--- src/rtl/r4u3_one_rd_ctrl_pkg.sv ---
// rtl/r4u3_one_rd_ctrl_pkg.sv - shared widths, FSM encoding and tag width for the stage-one read sequencer
`ifndef MAN_WIDTH
`define MAN_WIDTH 12
`endif
`ifndef EXP_WIDTH
`define EXP_WIDTH 6
`endif

package r4u3_one_rd_ctrl_pkg;
    localparam int PKG_AW = 8;
    localparam int PKG_DW = `MAN_WIDTH + `MAN_WIDTH + `EXP_WIDTH;
    localparam int LEG_W  = 2;

    typedef enum logic [1:0] {
        ST_IDLE  = 2'd0,
        ST_RUN   = 2'd1,
        ST_DRAIN = 2'd2,
        ST_DONE  = 2'd3
    } state_t;
endpackage

--- src/rtl/r4u3_skid2.sv ---
// rtl/r4u3_skid2.sv - two-entry FIFO holding RAM words with their {leg, last} tags
module r4u3_skid2
    import r4u3_one_rd_ctrl_pkg::*;
#(
    parameter int DW = PKG_DW
) (
    input  logic             clk_sys,
    input  logic             rst_n,
    input  logic             i_push,
    input  logic [DW-1:0]    i_data,
    input  logic [LEG_W-1:0] i_leg,
    input  logic             i_last,
    input  logic             i_pop,
    output logic [DW-1:0]    o_data,
    output logic [LEG_W-1:0] o_leg,
    output logic             o_last,
    output logic [1:0]       o_count
);
    localparam int EW = DW + LEG_W + 1;

    logic [EW-1:0] r_ent0;
    logic [EW-1:0] r_ent1;
    logic [1:0]    r_count;
    logic [EW-1:0] w_in;

    assign w_in = {i_data, i_leg, i_last};

    // Entry 0 is always the head, so the output only moves on a pop.
    always_ff @(posedge clk_sys or negedge rst_n) begin
        if (!rst_n) begin
            r_ent0  <= '0;
            r_ent1  <= '0;
            r_count <= 2'd0;
        end else begin
            case ({i_push, i_pop})
                2'b10: begin
                    if (r_count == 2'd0) r_ent0 <= w_in;
                    else                 r_ent1 <= w_in;
                    r_count <= r_count + 2'd1;
                end
                2'b01: begin
                    r_ent0  <= r_ent1;
                    r_count <= r_count - 2'd1;
                end
                2'b11: begin
                    if (r_count == 2'd1) begin
                        r_ent0 <= w_in;
                    end else begin
                        r_ent0 <= r_ent1;
                        r_ent1 <= w_in;
                    end
                end
                default: ;
            endcase
        end
    end

    assign {o_data, o_leg, o_last} = r_ent0;
    assign o_count = r_count;
endmodule

--- src/rtl/r4u3_one_rd_ctrl.sv ---
// rtl/r4u3_one_rd_ctrl.sv - stage-one butterfly read sequencer: x[k+m*Q] reads streamed through a skid buffer
module r4u3_one_rd_ctrl
    import r4u3_one_rd_ctrl_pkg::*;
#(
    parameter int AW = PKG_AW,
    parameter int DW = PKG_DW
) (
    input  logic             clk_sys,
    input  logic             rst_n,
    input  logic             frm_start,
    input  logic [AW-2:0]    q_len,
    output logic             busy,
    output logic             frm_done,
    output logic [AW-1:0]    rd_addr,
    output logic             rd_en,
    input  logic [DW-1:0]    rd_data,
    output logic [DW-1:0]    dout,
    output logic             dout_vld,
    input  logic             dout_rdy,
    output logic [LEG_W-1:0] dout_leg,
    output logic             dout_last
);
    localparam int QW = AW - 1;
    localparam logic [QW-1:0] QMAX = QW'(2 ** (AW - 2));

    state_t           r_state;
    state_t           w_state_nxt;
    logic [QW-1:0]    r_q;
    logic [QW-1:0]    r_k;
    logic [LEG_W-1:0] r_m;
    logic             r_if_vld;
    logic [LEG_W-1:0] r_if_leg;
    logic             r_if_last;

    logic [QW-1:0]    w_q_in;
    logic [1:0]       w_count;
    logic [2:0]       w_outst;
    logic             w_room;
    logic             w_pop;
    logic             w_issue;
    logic             w_last_issue;
    logic [AW-1:0]    w_addr;

    assign w_q_in       = (q_len > QMAX) ? QMAX : q_len;
    assign w_pop        = dout_vld & dout_rdy;
    assign w_last_issue = (r_k == r_q - 1'b1) && (r_m == 2'd3);
    assign w_addr       = AW'(r_k) + AW'(r_m) * AW'(r_q);

    // A word popped this cycle frees its slot for a read issued this cycle.
    assign w_outst = 3'(w_count) + 3'(r_if_vld) - 3'(w_pop);
    assign w_room  = (w_outst < 3'd2);

    always_ff @(posedge clk_sys or negedge rst_n) begin
        if (!rst_n) r_state <= ST_IDLE;
        else        r_state <= w_state_nxt;
    end

    always_comb begin
        w_state_nxt = r_state;
        w_issue     = 1'b0;
        case (r_state)
            ST_IDLE: begin
                if (frm_start) w_state_nxt = (w_q_in == '0) ? ST_DONE : ST_RUN;
            end
            ST_RUN: begin
                w_issue = w_room;
                if (w_room && w_last_issue) w_state_nxt = ST_DRAIN;
            end
            ST_DRAIN: begin
                if (w_pop && dout_last) w_state_nxt = ST_DONE;
            end
            ST_DONE: w_state_nxt = ST_IDLE;
            default: w_state_nxt = ST_IDLE;
        endcase
    end

    always_ff @(posedge clk_sys or negedge rst_n) begin
        if (!rst_n) begin
            r_q       <= '0;
            r_k       <= '0;
            r_m       <= '0;
            r_if_vld  <= 1'b0;
            r_if_leg  <= '0;
            r_if_last <= 1'b0;
        end else begin
            r_if_vld  <= w_issue;
            r_if_leg  <= r_m;
            r_if_last <= w_last_issue;
            if (r_state == ST_IDLE && frm_start) begin
                r_q <= w_q_in;
                r_k <= '0;
                r_m <= '0;
            end else if (w_issue) begin
                r_m <= r_m + 2'd1;
                if (r_m == 2'd3) r_k <= r_k + 1'b1;
            end
        end
    end

    r4u3_skid2 #(.DW(DW)) u_skid (
        .clk_sys (clk_sys),
        .rst_n   (rst_n),
        .i_push  (r_if_vld),
        .i_data  (rd_data),
        .i_leg   (r_if_leg),
        .i_last  (r_if_last),
        .i_pop   (w_pop),
        .o_data  (dout),
        .o_leg   (dout_leg),
        .o_last  (dout_last),
        .o_count (w_count)
    );

    assign dout_vld = (w_count != 2'd0);
    assign rd_en    = w_issue;
    assign rd_addr  = w_issue ? w_addr : '0;
    assign busy     = (r_state == ST_RUN) || (r_state == ST_DRAIN);
    assign frm_done = (r_state == ST_DONE);
endmodule

--- config.mk ---
export PLATFORM = sky130hd
export DESIGN_NAME = r4u3_one_rd_ctrl
export DESIGN_NICKNAME = d
export VERILOG_FILES = /design/src/rtl/r4u3_one_rd_ctrl_pkg.sv /design/src/rtl/r4u3_skid2.sv /design/src/rtl/r4u3_one_rd_ctrl.sv
export SDC_FILE = /design/constraint.sdc
export NUM_CORES = 1
export LEC_CHECK = 0
export BUFFER_PORTS_ARGS = -buffer_cell sky130_fd_sc_hd__buf_2
export CAP_MARGIN = 20
export CORE_ASPECT_RATIO = 0.8
export CORE_UTILIZATION = 42
export CTS_BUF_LIST = sky130_fd_sc_hd__clkbuf_16
export CTS_CLUSTER_DIAMETER = 60
export CTS_CLUSTER_SIZE = 25
export DETAILED_ROUTE_END_ITERATION = 6
export GPL_TIMING_DRIVEN = 0
export PLACE_DENSITY = 0.64
export SYNTH_ARGS = -nofsm -noshare
export SYNTH_HDL_FRONTEND = slang
export SYNTH_SLANG_ARGS = --single-unit
--- constraint.sdc ---
create_clock -name clk_sys -period 3 [get_ports clk_sys]
set_clock_uncertainty 0.1 [all_clocks]
set_input_delay 0.6 -clock clk_sys [delete_from_list [all_inputs] [get_ports clk_sys]]
set_output_delay 0.6 -clock clk_sys [all_outputs]
set_load 0.01 [all_outputs]
After elaboration in Yosys (flattened, before gate mapping)
Cells that the tools add are included.
{"block": "word_totals", "out_inout_bits": 45, "reg_bits": 90}
{"block": "op_classes", "bitwise": 1, "n_mul": 1, "order_cmp": 2, "addsub": 8, "muxes": 20, "eq_ne": 15, "reduce_logical": 18}
{"op": "$mux 33", "n": 4}
{"op": "$pmux 33 s3", "n": 1}
{"op": "$pmux 33 s2", "n": 1}
{"op": "$mux 7", "n": 4}
{"op": "$mux 2", "n": 6}
{"op": "$eq 2x2->1 const B", "n": 5}
{"op": "$ne 2x2->1 const B", "n": 5}
{"op": "$reduce_bool 2->1", "n": 5}
{"op": "$add 7x8->8", "n": 1}
{"op": "$mul 2x7->8", "n": 1}
{"op": "$mux 8", "n": 1}
{"op": "$pmux 2 s4", "n": 1}
{"op": "$add 7x1->7 const B", "n": 1}
{"op": "$eq 7x7->1", "n": 1}
{"op": "$gt 7x7->1 const B", "n": 1}
{"op": "$logic_not 7->1", "n": 1}
{"op": "$sub 7x1->7 const B", "n": 1}
{"op": "$eq 2x1->1 const B", "n": 3}
{"op": "$reduce_and 3->1", "n": 2}
{"op": "$add 2x1->2 const B", "n": 2}
{"op": "$logic_and 1x1->1", "n": 4}
{"op": "$logic_not 2->1", "n": 2}
{"op": "$pmux 2 s2", "n": 1}
{"op": "$reduce_and 2->1", "n": 2}
{"op": "other kinds (9)", "n": 9}

Depth between registers and ports, before layout
{"block": "logic_depth", "ltp_word": 7, "ltp_mapped": 13}

Hierarchy
From an unflattened synthesis, not the netlist that was laid out.
{"block": "hier_totals", "cells_unflattened": 494, "area_unflattened_um2": 4903.5}
{"mod": "r4u3_skid2", "instances": 1, "cells_per_inst": 283, "seq_area_each_um2": 1701.6, "area_per_inst_um2": 3083.0}
{"mod": "r4u3_one_rd_ctrl", "instances": 1, "cells_per_inst": 211, "seq_area_each_um2": 550.5, "area_per_inst_um2": 1820.5}

Least setup slack after synthesis
No wires, ideal clock.
{"block": "synth_path", "path_kind": "reg2out", "startpoint": "register r_m[1]", "endpoint": "output rd_addr[7]", "path_stages_with_launch": 14, "t_arrival_ps": 2642, "setup_slack_ps": -342, "path_buffers": 1, "path_cell_list": "dfrtp_1 clkbuf_1 nand2_1 fa_1 inv_1 ha_1 inv_1 fa_1 nor2b_1 o21ai_0 a21oi_1 o21a_1 nor3_1 nor3b_1"}
{"block": "synth_via", "elab_chain_cells": 3}
{"element": "start: declaration", "line_no": "r4u3_one_rd_ctrl.sv:30", "rtl": "logic [LEG_W-1:0] r_m;"}
{"element": "start signal: assignment", "line_no": "r4u3_one_rd_ctrl.sv:94", "rtl": "r_m <= r_m + 2'd1;"}
{"element": "$mul 2x7->8", "line_no": "r4u3_one_rd_ctrl.sv:47", "rtl": "assign w_addr = AW'(r_k) + AW'(r_m) * AW'(r_q);"}
{"element": "$add 7x8->8", "line_no": "r4u3_one_rd_ctrl.sv:47"}
{"element": "$mux 8", "line_no": "r4u3_one_rd_ctrl.sv:116", "rtl": "assign rd_addr = w_issue ? w_addr : '0;"}
{"element": "end: declaration", "line_no": "r4u3_one_rd_ctrl.sv:14", "rtl": "output logic [AW-1:0] rd_addr,"}
Every way passes these cells.

Worst setup path in the final report
Ends and elaborated chain as after synthesis.

==> impl_metrics.py <==
metrics = {
    "logic_synthesis": {
        "synth_area_leaders": "dfrtp_1 (48%), mux2_2 (8.0%), nand2_1 (5.7%)",
        "synth_seq_cells": 90,
        "syn_inst": 449,
        "ys_async_sr_fraction_pct": 100,
        "ys_seq_area_share_pct": 48.4,
        "synth_largest_area_cell": "dfrtp_1",
        "synth_top_area_share_pct": 48.4,
        "syn_area_um2": 4660,
        "syn_nets": 519,
        "synth_edf_count": 0,
        "synth_cell_types": 42,
        "ys.flop_type": "dfrtp_1",
        "yosys_warnings": 0,
        "avgSynthCellArea_um2": 10.4,
    },
    "drt": {
        "via_count": 3612,
        "drtIter0Drc": 197,
        "ant_nets": 0,
        "wl_per_cell_um": 14.2,
        "drc_errors": 0,
        "routed_wl_um": 10100,
        "vias_per_cell": 5.05,
        "drt_pass1_iterations": 4,
    },
    "timing": {
        "drv_slew": 0,
        "setup_ws_ns": -0.562,
        "whs_ns": 0.180,
        "setup-tns-final_ns": -2.82,
        "hold_viol": 0,
        "finalSetupViolCount": 9,
        "period_share_pct": 119,
        "period_minus_slack_ns": 3.56,
        "maxSlewHeadroom_pct": 58.3,
        "rsz0062_at_grt": "true",
        "timing.fmax_mhz": 281,
        "tightest_slew_ns": 0.625,
    },
    "run_status": {
        "outcome": "complete, but fails checks",
        "failed_checks": "negative setup slack",
    },
    "placed_design": {
        "dp_hpwl_um": 7220,
        "dp_cells": 675,
        "port_buffers": 85,
        "place_congestion": 0.777,
        "dp_slack_ns": -0.347,
    },
    "floorplan": {
        "core_region_area_um2": 10500,
        "floorplan.rows": 33,
        "die-area_um2": 11500,
        "initial_core_util_pct": 44.2,
        "ios": 86,
        "die-height_um": 96.2,
        "fp.dieW_um": 120,
    },
    "cells_and_area": {
        "antenna_cells": 0,
        "fin_nets": 640,
        "synthToLayoutAreaGrowth_pct": 27.0,
        "final_layout_size_suffix_gt1_share_pct": 33.9,
        "fin_cells": 715,
    },
    "pwr": {
        "switching_share_pct": 38.8,
        "clockPowerShare_pct": 15.5,
        "p_int_mw": 4.11,
        "power.switching_mw": 2.61,
        "seqPwrFrac_pct": 30.8,
        "combPwrFrac_pct": 53.7,
        "total_power_mw": 6.72,
        "power_density_nw_per_um2": 1140,
        "power.leakage_nw": 2.78,
        "peakVddDrop_mv": 0.894,
    },
    "global_route": {
        "grt_max_degree": 49,
        "grt_first_pass_wirelength_um": 16700,
        "track_usage_pct": 18.5,
        "antenna_found_initial": 0,
        "gr-total-overflow": 0,
        "grt_pass1_vias": 3426,
    },
    "critical_path": {
        "startpoint_type": "flip-flop",
        "critPathBufInv": 4,
        "path_class": "flip-flop to output pin",
        "end_kind": "output pin",
        "crit_arrival_ns": 2.86,
        "max_stage_delay_ns": 0.40,
        "path_cells": "clkbuf_8 -> nand2_4 -> fa_1 -> inv_1 -> ha_2 -> inv_2 -> fa_2 -> nor2b_2 -> o21ai_2 -> a21oi_2 -> o21a_1 -> o21ai_1 -> nor3b_2 -> buf_2",
        "cp_slowest_cell": "dfrtp_1",
        "cp.required_ns": 2.30,
        "critical_path.top_delay_family": "adder cells",
        "crit_path_max_fanout": 5,
    },
    "clocking": {
        "cts-buffers-inserted": 9,
        "root_buffer": "clkbuf_16",
        "cts.sinks": 90,
        "cts.clk_slew.worst_paths_ns": 0.06,
        "hold_buffers": 0,
        "clk-insertion-delay-late_ns": 0.33,
        "cts_buffer_depth": 2,
        "cts_tree": "built",
        "cts-htree-levels": 3,
    },
    "min_path": {
        "hold_path.class": "input pin to async pin",
    },
    "job": {
        "maxCapViolCount": 0,
    },
}
final timing paths:
path | from | end | slack, ns | cells past startpoint
worst max-delay path | r_m[1] | rd_addr[7] | -0.56 | 14
worst min-delay path | rst_n | u_skid.r_ent0[26] | 0.18 | 1
worst max register to register | u_skid.o_count[1] | u_skid.r_ent1[23] | 0.07 | 12
worst min register to register | u_skid.r_ent0[19] | u_skid.r_ent0[19] | 0.38 | 2
max in group asynchronous | rst_n | u_skid.r_ent0[8] | 1.97 | 2
min in group clk_sys | u_skid.r_ent0[19] | u_skid.r_ent0[19] | 0.38 | 2
kinds of logic after synthesis:
kind of cell,count (synthesis),synth area share (%)
adder cells (fa/ha/maj),29,9.08
AO/OA/AOI/OAI,93,12.7
buffers and inverters,54,4.38
multiplexers,34,8.20
XOR/XNOR,23,4.62
AND/OR/NAND/NOR,126,12.6
flip-flops,90,48.4
power groups by stage:
stage | clock (mW) | combinational [mW] | sequential, mW
floorplan | 0 | 2.13 | 2.13
global placement | 0 | 2.99 | 2.07
detailed placement | 0 | 3.07 | 2.10
CTS | 1.07 | 3.36 | 2.07
global route | 1.11 | 4.02 | 2.14
finish | 1.04 | 3.61 | 2.07
stage by stage:
| stage | utilization [%] | area [um2] |
|---|---|---|
| after floorplan | - | 4740 |
| after global placement | 50.8 | 5350 |
| after detailed placement | 51.0 | 5370 |
| after CTS | 55.2 | 5810 |
| after global routing | 56.1 | 5910 |
| final | 56.1 | 5910 |
area by class of cell:
cell class	instances	area, um2
Inverter	32	125
Clock buffer	9	225
Sequential cell	90	2260
Clock inverter	7	52.6
Fill cell	924	4620
Tap cell	140	175
Multi-Input combinational cell	305	2320
Buffer	21	92.6
Timing Repair Buffer	111	658
layer usage:
metal	wire length [um]	part of all wire [%]	global-route usage [%]	vias to the layer above
met5	0	0	0	-
met4	40	0.39	4.90	0
met3	526	5.2	3.38	4
met2	4770	47	29.3	93
met1	4810	47	26.1	1729
li1	-	-	-	1786
layout by cell type (no fill, tap or decap), types with 5 or more instances in the layout:
cell type,Yosys,layout
fa_1,8,6
nand2_1,71,70
nand3_1,6,5
buf_4,0,26
xnor2_1,16,15
mux2_2,33,33
nand3b_1,6,6
buf_2,1,81
nor2_1,14,13
dfrtp_1,90,85
a21oi_1,6,5
ha_1,21,18
a22oi_1,33,33
dfrtp_2,0,5
clkbuf_16,0,9
o21ai_0,39,37
clkbuf_1,21,19
inv_1,31,29
xor2_1,6,6
flip-flops by register name (all words and copies together), names as in the netlist:
register / cells
r_if_leg: 2
r_if_vld: 1
r_if_last: 1
u_skid.o_count: 2
r_m: 2
u_skid.r_ent0: 33
r_q: 7
u_skid.r_ent1: 33
r_state: 2
r_k: 7
cell usage after synthesis (all sizes together), types with 2 or more instances:
library cell  number
inv               32
nand4              4
nand3              6
a31oi              2
dfrtp             90
clkbuf            21
a21o               2
and2               4
a211o              2
ha                21
nor3b              2
nand3b             6
xnor2             16
nor3               7
nor2b              6
a22oi             34
mux2              33
o21a               2
fa                 8
a21oi              6
xor2               6
nor2              14
o21ai             40
nor4               2
nand2             71
worst register-to-register path: stages (launching register included):
cell,delay [ns]
dfrtp_2,0.41
inv_2,0.08
ha_4,0.15
nor2b_4,0.05
buf_4,0.12
buf_4,0.12
buf_4,0.14
ha_1,0.22
nand2_1,0.10
o211a_1,0.15
clkbuf_1,0.28
clkbuf_1,0.50
mux2_2,0.41
timing repair:
item	CTS	global route
gates cloned	0	0
endpoints found under the setup margin	10	10
pin swaps	10	8
gates resized for setup	14	10
buffers inserted	17	8
Note: power is estimated with default switching activity, not from simulation.
